==> config.mk <==
export PLATFORM = sky130hd
export DESIGN_NAME = i2s_transceiver
export DESIGN_NICKNAME = d
export VERILOG_FILES = /design/src/rtl/i2s_transceiver.sv
export SDC_FILE = /design/constraint.sdc
export NUM_CORES = 1
export LEC_CHECK = 0
export ABC_CLOCK_PERIOD_IN_PS = 8300
export CELL_PAD_IN_SITES_DETAIL_PLACEMENT = 1
export CELL_PAD_IN_SITES_GLOBAL_PLACEMENT = 2
export CORE_ASPECT_RATIO = 1.5
export CORE_MARGIN = 2
export CORE_UTILIZATION = 45
export CTS_CLUSTER_SIZE = 8
export DETAILED_ROUTE_END_ITERATION = 16
export DONT_BUFFER_PORTS = 1
export PLACE_DENSITY = 0.81
export SLEW_MARGIN = 20
export SYNTH_ARGS = -nofsm -noshare
export SYNTH_HDL_FRONTEND = slang
export SYNTH_SLANG_ARGS = --single-unit
==> constraint.sdc <==
create_clock -name clk -period 8.3 [get_ports clk]
set_input_delay 1.245 -clock clk [delete_from_list [all_inputs] [get_ports clk]]
set_output_delay 1.245 -clock clk [all_outputs]
set_load 0.03 [all_outputs]
==> src/rtl/i2s_transceiver.sv <==
// i2s_transceiver
//
// I2S bus master and full-duplex stereo sample transceiver. Runs directly on the
// bit clock: generates LRCLK framing, serializes playback pairs onto sdout and
// deserializes sdin into parallel stereo samples. Standard I2S framing: data is
// delayed one slot after the LRCLK edge and sent MSB first.
//
// Parameters
//   WIDTH        bits per channel sample (8..32); a frame is 2*WIDTH slots
//
// Ports
//   clk          bit clock, all state updates on its rising edge
//   reset        asynchronous active-high reset
//   tx_left      left playback sample, accepted when tx_ready && tx_valid
//   tx_right     right playback sample
//   tx_valid     playback pair present; only looked at while tx_ready = 1
//   tx_ready     one-cycle pulse per frame (slot 0); pair accepted this cycle
//   tx_underrun  sticky flag, set when tx_ready was high without tx_valid
//   rx_left      last complete captured left sample
//   rx_right     last complete captured right sample
//   rx_valid     one-cycle pulse when rx_left/rx_right have just updated
//   lrclk        word select, 0 = left channel, 1 = right channel
//   sdout        serial data to the DAC
//   sdin         serial data from the ADC / microphone
module i2s_transceiver #(
  parameter int unsigned WIDTH = 16
) (
  input  logic             clk,
  input  logic             reset,
  input  logic [WIDTH-1:0] tx_left,
  input  logic [WIDTH-1:0] tx_right,
  input  logic             tx_valid,
  output logic             tx_ready,
  output logic             tx_underrun,
  output logic [WIDTH-1:0] rx_left,
  output logic [WIDTH-1:0] rx_right,
  output logic             rx_valid,
  output logic             lrclk,
  output logic             sdout,
  input  logic             sdin
);

  localparam int unsigned F     = 2 * WIDTH;
  localparam int unsigned SlotW = $clog2(F);

  localparam logic [SlotW-1:0] SlotLast  = SlotW'(F - 1);
  localparam logic [SlotW-1:0] SlotRight = SlotW'(WIDTH);

  // Slot counter
  logic [SlotW-1:0] slot_q, slot_d;
  logic             frame_start;

  // TX: bit F-1 of the shifter is the line driver, so sdout is a flop output.
  logic [F-1:0] tx_shift_q, tx_shift_d;
  logic         tx_underrun_q, tx_underrun_d;

  // RX: holds the bits of slots 1..F-1; the slot-0 bit is still on sdin when
  // the frame is closed, so it is appended combinationally at that edge.
  logic [F-2:0]     rx_shift_q, rx_shift_d;
  logic [F-1:0]     rx_frame;
  logic             rx_armed_q, rx_armed_d;
  logic [WIDTH-1:0] rx_left_q, rx_left_d;
  logic [WIDTH-1:0] rx_right_q, rx_right_d;
  logic             rx_valid_q, rx_valid_d;

  assign frame_start = (slot_q == '0);
  assign rx_frame    = {rx_shift_q, sdin};

  always_comb begin
    slot_d = slot_q + SlotW'(1);
    if (slot_q == SlotLast) begin
      slot_d = '0;
    end
  end

  always_comb begin
    tx_shift_d    = {tx_shift_q[F-2:0], 1'b0};
    tx_underrun_d = tx_underrun_q;
    if (frame_start) begin
      // A missing pair is sent as silence for the whole frame.
      tx_shift_d = tx_valid ? {tx_left, tx_right} : '0;
      if (!tx_valid) begin
        tx_underrun_d = 1'b1;
      end
    end
  end

  always_comb begin
    rx_shift_d = {rx_shift_q[F-3:0], sdin};
    rx_armed_d = rx_armed_q;
    rx_left_d  = rx_left_q;
    rx_right_d = rx_right_q;
    rx_valid_d = 1'b0;
    if (frame_start) begin
      // The first slot 0 after reset closes a partial frame: arm only.
      rx_armed_d = 1'b1;
      if (rx_armed_q) begin
        rx_left_d  = rx_frame[F-1:WIDTH];
        rx_right_d = rx_frame[WIDTH-1:0];
        rx_valid_d = 1'b1;
      end
    end
  end

  always_ff @(posedge clk or posedge reset) begin
    if (reset) begin
      slot_q        <= SlotLast;
      tx_shift_q    <= '0;
      tx_underrun_q <= 1'b0;
      rx_shift_q    <= '0;
      rx_armed_q    <= 1'b0;
      rx_left_q     <= '0;
      rx_right_q    <= '0;
      rx_valid_q    <= 1'b0;
    end else begin
      slot_q        <= slot_d;
      tx_shift_q    <= tx_shift_d;
      tx_underrun_q <= tx_underrun_d;
      rx_shift_q    <= rx_shift_d;
      rx_armed_q    <= rx_armed_d;
      rx_left_q     <= rx_left_d;
      rx_right_q    <= rx_right_d;
      rx_valid_q    <= rx_valid_d;
    end
  end

  assign tx_ready    = frame_start;
  assign lrclk       = (slot_q >= SlotRight);
  assign sdout       = tx_shift_q[F-1];
  assign tx_underrun = tx_underrun_q;
  assign rx_left     = rx_left_q;
  assign rx_right    = rx_right_q;
  assign rx_valid    = rx_valid_q;

endmodule

# After elaboration in Yosys (flattened, before gate mapping)
# Index checks and enable logic that the tools add are counted.
# classes
n_addsub,1
magnitude_cmp,1
eq_ne,1
n_mux,5
bitwise,1
n_reduce_logical,3
# op_table
operator,n
$mux 32,2
$add 5x1->5 const B,1
$eq 5x5->1 const B,1
$ge 5x5->1 const B,1
$logic_not 5->1,1
$mux 5,1
$reduce_and 2->1,2
$mux 1,2
$not 1->1,1
# word_totals
register_bits,103
inputBits,36

# Longest topological paths before layout
# logic_depth
word_depth,2
ltp_mapped,8
depth_no_buf,6

# Least setup slack after synthesis
# Ideal clock, no wire load.
# synth_timing
path_kind,reg-to-output
startpoint,register slot_q[0]
endpoint,output port tx_ready
arrival_ns,1.429
required_ns,7.055
path_slack_ns,5.626
stages_incl_launch_ff,7
path_cell_list,dfstp_2 -> inv_1 -> ha_1 -> or4b_1 -> buf_2 -> clkinv_4 -> buf_2
# synth_between
elab_chain_len,1
# synth_lines
item,line_no,rtl
from (decl),50,"logic [SlotW-1:0] slot_q, slot_d;"
from (signal assigned),107,slot_q <= SlotLast;
from (signal assigned),116,slot_q <= slot_d;
$logic_not 5->1,66,assign frame_start = (slot_q == '0);
to (decl),33,"output logic tx_ready,"
# No other way between the ends.

# Worst setup path in the final report
# Ends and elaborated chain as after synthesis.

==> insert_results.sql <==
INSERT INTO impl_metrics (metric_group, metric, value, unit) VALUES
('placed_design', 'numPlacedInstances', '356', ''),
('floorplan', 'die_outline_area', '0.00892', 'mm^2'),
('power', 'totalPowerFinal', '1.02', 'mW'),
('global_route', 'grt_pass1_vias', '2112', ''),
('synth', 'synthFlopType', 'sky130_fd_sc_hd__dfrtp_1', ''),
('global_route', 'grt_util_met3', '5.68', '%'),
('global_route', 'number_of_antenna_violations_at_the_first_check_in_global_routing', '0', ''),
('synth', 'syn_nets', '303', ''),
('drt', 'avgRoutedWirePerCell', '16.8', 'um'),
('sta', 'setup_total_negative_slack', '0', 'ns'),
('synth', 'seq_area_frac_synth', '70.3', '%'),
('sta', 'hold_violations', '0', ''),
('setup_path', 'crit_type', 'register to output pin', ''),
('floorplan', 'row_count', '40', ''),
('sta', 'max_clock_freq', '313', 'MHz'),
('global_route', 'global_route.usage.met1', '19.0', '%'),
('final_layout', 'design.final.nets', '301', ''),
('setup_path', 'worstPathArrival', '1.95', 'ns'),
('sta', 'final_setup_violation_count', '0', ''),
('clock_network', 'numCtsBuffers', '9', ''),
('drt', 'dr_total_vias', '1877', ''),
('hold_path', 'min-delay-path-class', 'register to register', ''),
('global_route', 'global_route.usage.total', '15.7', '%'),
('synth', 'synth.most_common_cell', 'sky130_fd_sc_hd__dfrtp_1', ''),
('sta', 'final.setup_skew', '0.00612', 'ns'),
('clock_network', 'clkSlewWorstSetupHoldPaths', '0.07', 'ns'),
('clock_network', 'cts_hold_buffers', '0', ''),
('synth', 'synthTopCellsByArea', 'sky130_fd_sc_hd__dfrtp_1 (67%), sky130_fd_sc_hd__mux2_4 (12%), sky130_fd_sc_hd__nand2_1 (6.3%), sky130_fd_sc_hd__nand3_1 (4.4%), sky130_fd_sc_hd__dfstp_2 (3.6%)', ''),
('synth', 'synthesis.area', '0.00367', 'mm^2'),
('run_status', 'run_status', 'completed', ''),
('synth', 'yosys_synthesis_warning_count', '0', ''),
('drt', 'routed_wirelength', '6.26', 'mm'),
('placed_design', 'dpl_worst_slack', '5.43', 'ns'),
('synth', 'synthDominantAreaCellType', 'sky130_fd_sc_hd__dfrtp_1', ''),
('global_route', 'grt_use_met2', '25.7', '%'),
('global_route', 'grt_max_degree', '60', ''),
('synth', 'postSynthAreaPerCell', '13.9', 'um^2'),
('drt', 'route.detailed.drc', '0', ''),
('setup_path', 'critPathLaunchType', 'register', ''),
('clock_network', 'tritoncts', 'yes', ''),
('clock_network', 'cts_setup_buffers', '0', ''),
('floorplan', 'floorplan.initialDensity', '46.2', '%'),
('sta', 'fin_worst_hold_slack', '0.375', 'ns'),
('clock_network', 'number_of_gates_resized_after_cts', '0', ''),
('setup_path', 'critical_path_required', '7.05', 'ns'),
('synth', 'postSynth.asyncResetShare', '100', '%'),
('final_layout', 'share_of_final_layout_standard_cells_stronger_than_drive_strength_1', '21.0', '%'),
('setup_path', 'slowest_stage', 'sky130_fd_sc_hd__dfstp_2', ''),
('setup_path', 'reg2reg_depth', '7', ''),
('synth', 'postSynthRegisterBits', '103', ''),
('clock_network', 'sinks_on_the_clock_net', '103', ''),
('run', 'cap_violations', '0', ''),
('final_layout', 'multi_input_area', '982', 'um^2'),
('sta', 'finalWorstSetupSlack', '5.10', 'ns'),
('sta', 'timing_worst_slew_pin_value', '0.686', 'ns'),
('clock_network', 'cts_root_buffer', 'sky130_fd_sc_hd__clkbuf_16', ''),
('sta', 'slew_viol_final', '0', ''),
('floorplan', 'chip_height', '115', 'um'),
('floorplan', 'io_pins', '73', ''),
('clock_network', 'number_of_h_tree_branching_levels', '3', ''),
('drt', 'drt_first_pass_iters', '4', ''),
('synth', 'netlist_cell_types', '21', ''),
('synth', 'synth_top_area_share', '66.8', '%'),
('setup_path', 'crit_chain', 'inv_1 > ha_1 > or4b_1 > buf_4 > clkinv_4', ''),
('placed_design', 'gp_routability_congestion', '0.689', ''),
('global_route', 'most_congested_layer_reported_by_global_routing', 'met2', ''),
('sta', 'layout_worst_path_cycle_share', '38.5', '%'),
('final_layout', 'finish.cell_count_without_fillers', '372', ''),
('final_layout', 'regArea', '0.00258', 'mm^2'),
('sta', 'slew_headroom', '54.3', '%'),
('synth', 'synth_enable_flop_cells', '0', '');
per-layer routing:
| metal | share of wire [%] | up-vias |
|---|---|---|
| met3 | 6.8 | 6 |
| met2 | 52 | 58 |
| met5 | 0 | - |
| met4 | 1.2 | 0 |
| met1 | 40 | 961 |
| li1 | - | 852 |
report_power, final:
part / internal, mW / switching (mW)
logic: 0.0116 / 0.0129
clock network: 0.274 / 0.172
registers: 0.522 / 0.0291
total: 0.807 / 0.214
flip-flops by register name (all words and copies together), names as in the netlist:
register     count
slot_q           5
tx_shift_q      32
rx_left         16
rx_shift_q      31
rx_valid         1
rx_right        16
tx_underrun      1
rx_armed_q       1
layout by cell type (no fill, tap or decap), drive strengths merged:
master / synthesis / layout
o21bai: 1 / 1
xnor2: 1 / 1
bufinv: 0 / 2
nand2: 63 / 63
nor2: 3 / 3
inv: 4 / 5
ha: 3 / 3
dfstp: 5 / 5
or4b: 1 / 1
xor2: 1 / 1
and3: 2 / 2
dfrtp: 98 / 98
buf: 7 / 2
mux2: 32 / 32
nand2b: 1 / 1
nand3: 32 / 32
nor2b: 1 / 1
clkinv: 1 / 2
clkbuf: 8 / 12
final timing paths:
path / from / endpoint / slack [ns]
max: slot_q[0]$_DFF_PP1_ / tx_ready / 5.10
min in group asynchronous: reset / tx_shift_q[15]$_DFF_PP0_ / 0.82
min reg2reg: rx_shift_q[4]$_DFF_PP0_ / rx_shift_q[5]$_DFF_PP0_ / 0.38
max in group asynchronous: reset / rx_right[12]$_DFFE_PP0P_ / 6.38
max reg2reg: slot_q[0]$_DFF_PP1_ / rx_left[9]$_DFFE_PP0P_ / 5.59
min: rx_shift_q[4]$_DFF_PP0_ / rx_shift_q[5]$_DFF_PP0_ / 0.38
per-stage QoR:
stage	instance area (um^2)	utilization [%]
2_1_floorplan	3670	-
3_3_place_gp	3740	47.0
3_5_place_dp	3740	47.0
4_1_cts	4060	51.1
5_1_grt	4060	51.1
6_report	4060	51.1
logic make-up after synthesis:
kind of cell / after synthesis / share of synthesized area (%)
simple gates: 103 / 12.3
flops: 103 / 70.3
mux: 32 / 12.8
buf+inv: 20 / 2.93
fa+ha+maj: 3 / 1.02
xor+xnor: 2 / 0.477
compound gates: 1 / 0.204
worst max-delay path, delay by kind of cell (launching register included):
family / cells / cell delay, ns
flip-flops: 1 / 0.56
buffers and inverters: 3 / 0.73
AND/OR/NAND/NOR: 1 / 0.15
adder cells (fa/ha/maj): 1 / 0.17
area by class of cell:
type                    instances  share of cell area [%]
clock buffers                  12                    6.07
clock inverters                 4                    1.91
inverters                       5                   0.647
multi-input cells             141                    24.2
flip-flops and latches        103                    63.6
well taps                     105                    3.23
repair buffers                  2                   0.370
No activity file was read; power rests on OpenSTA's default activity.
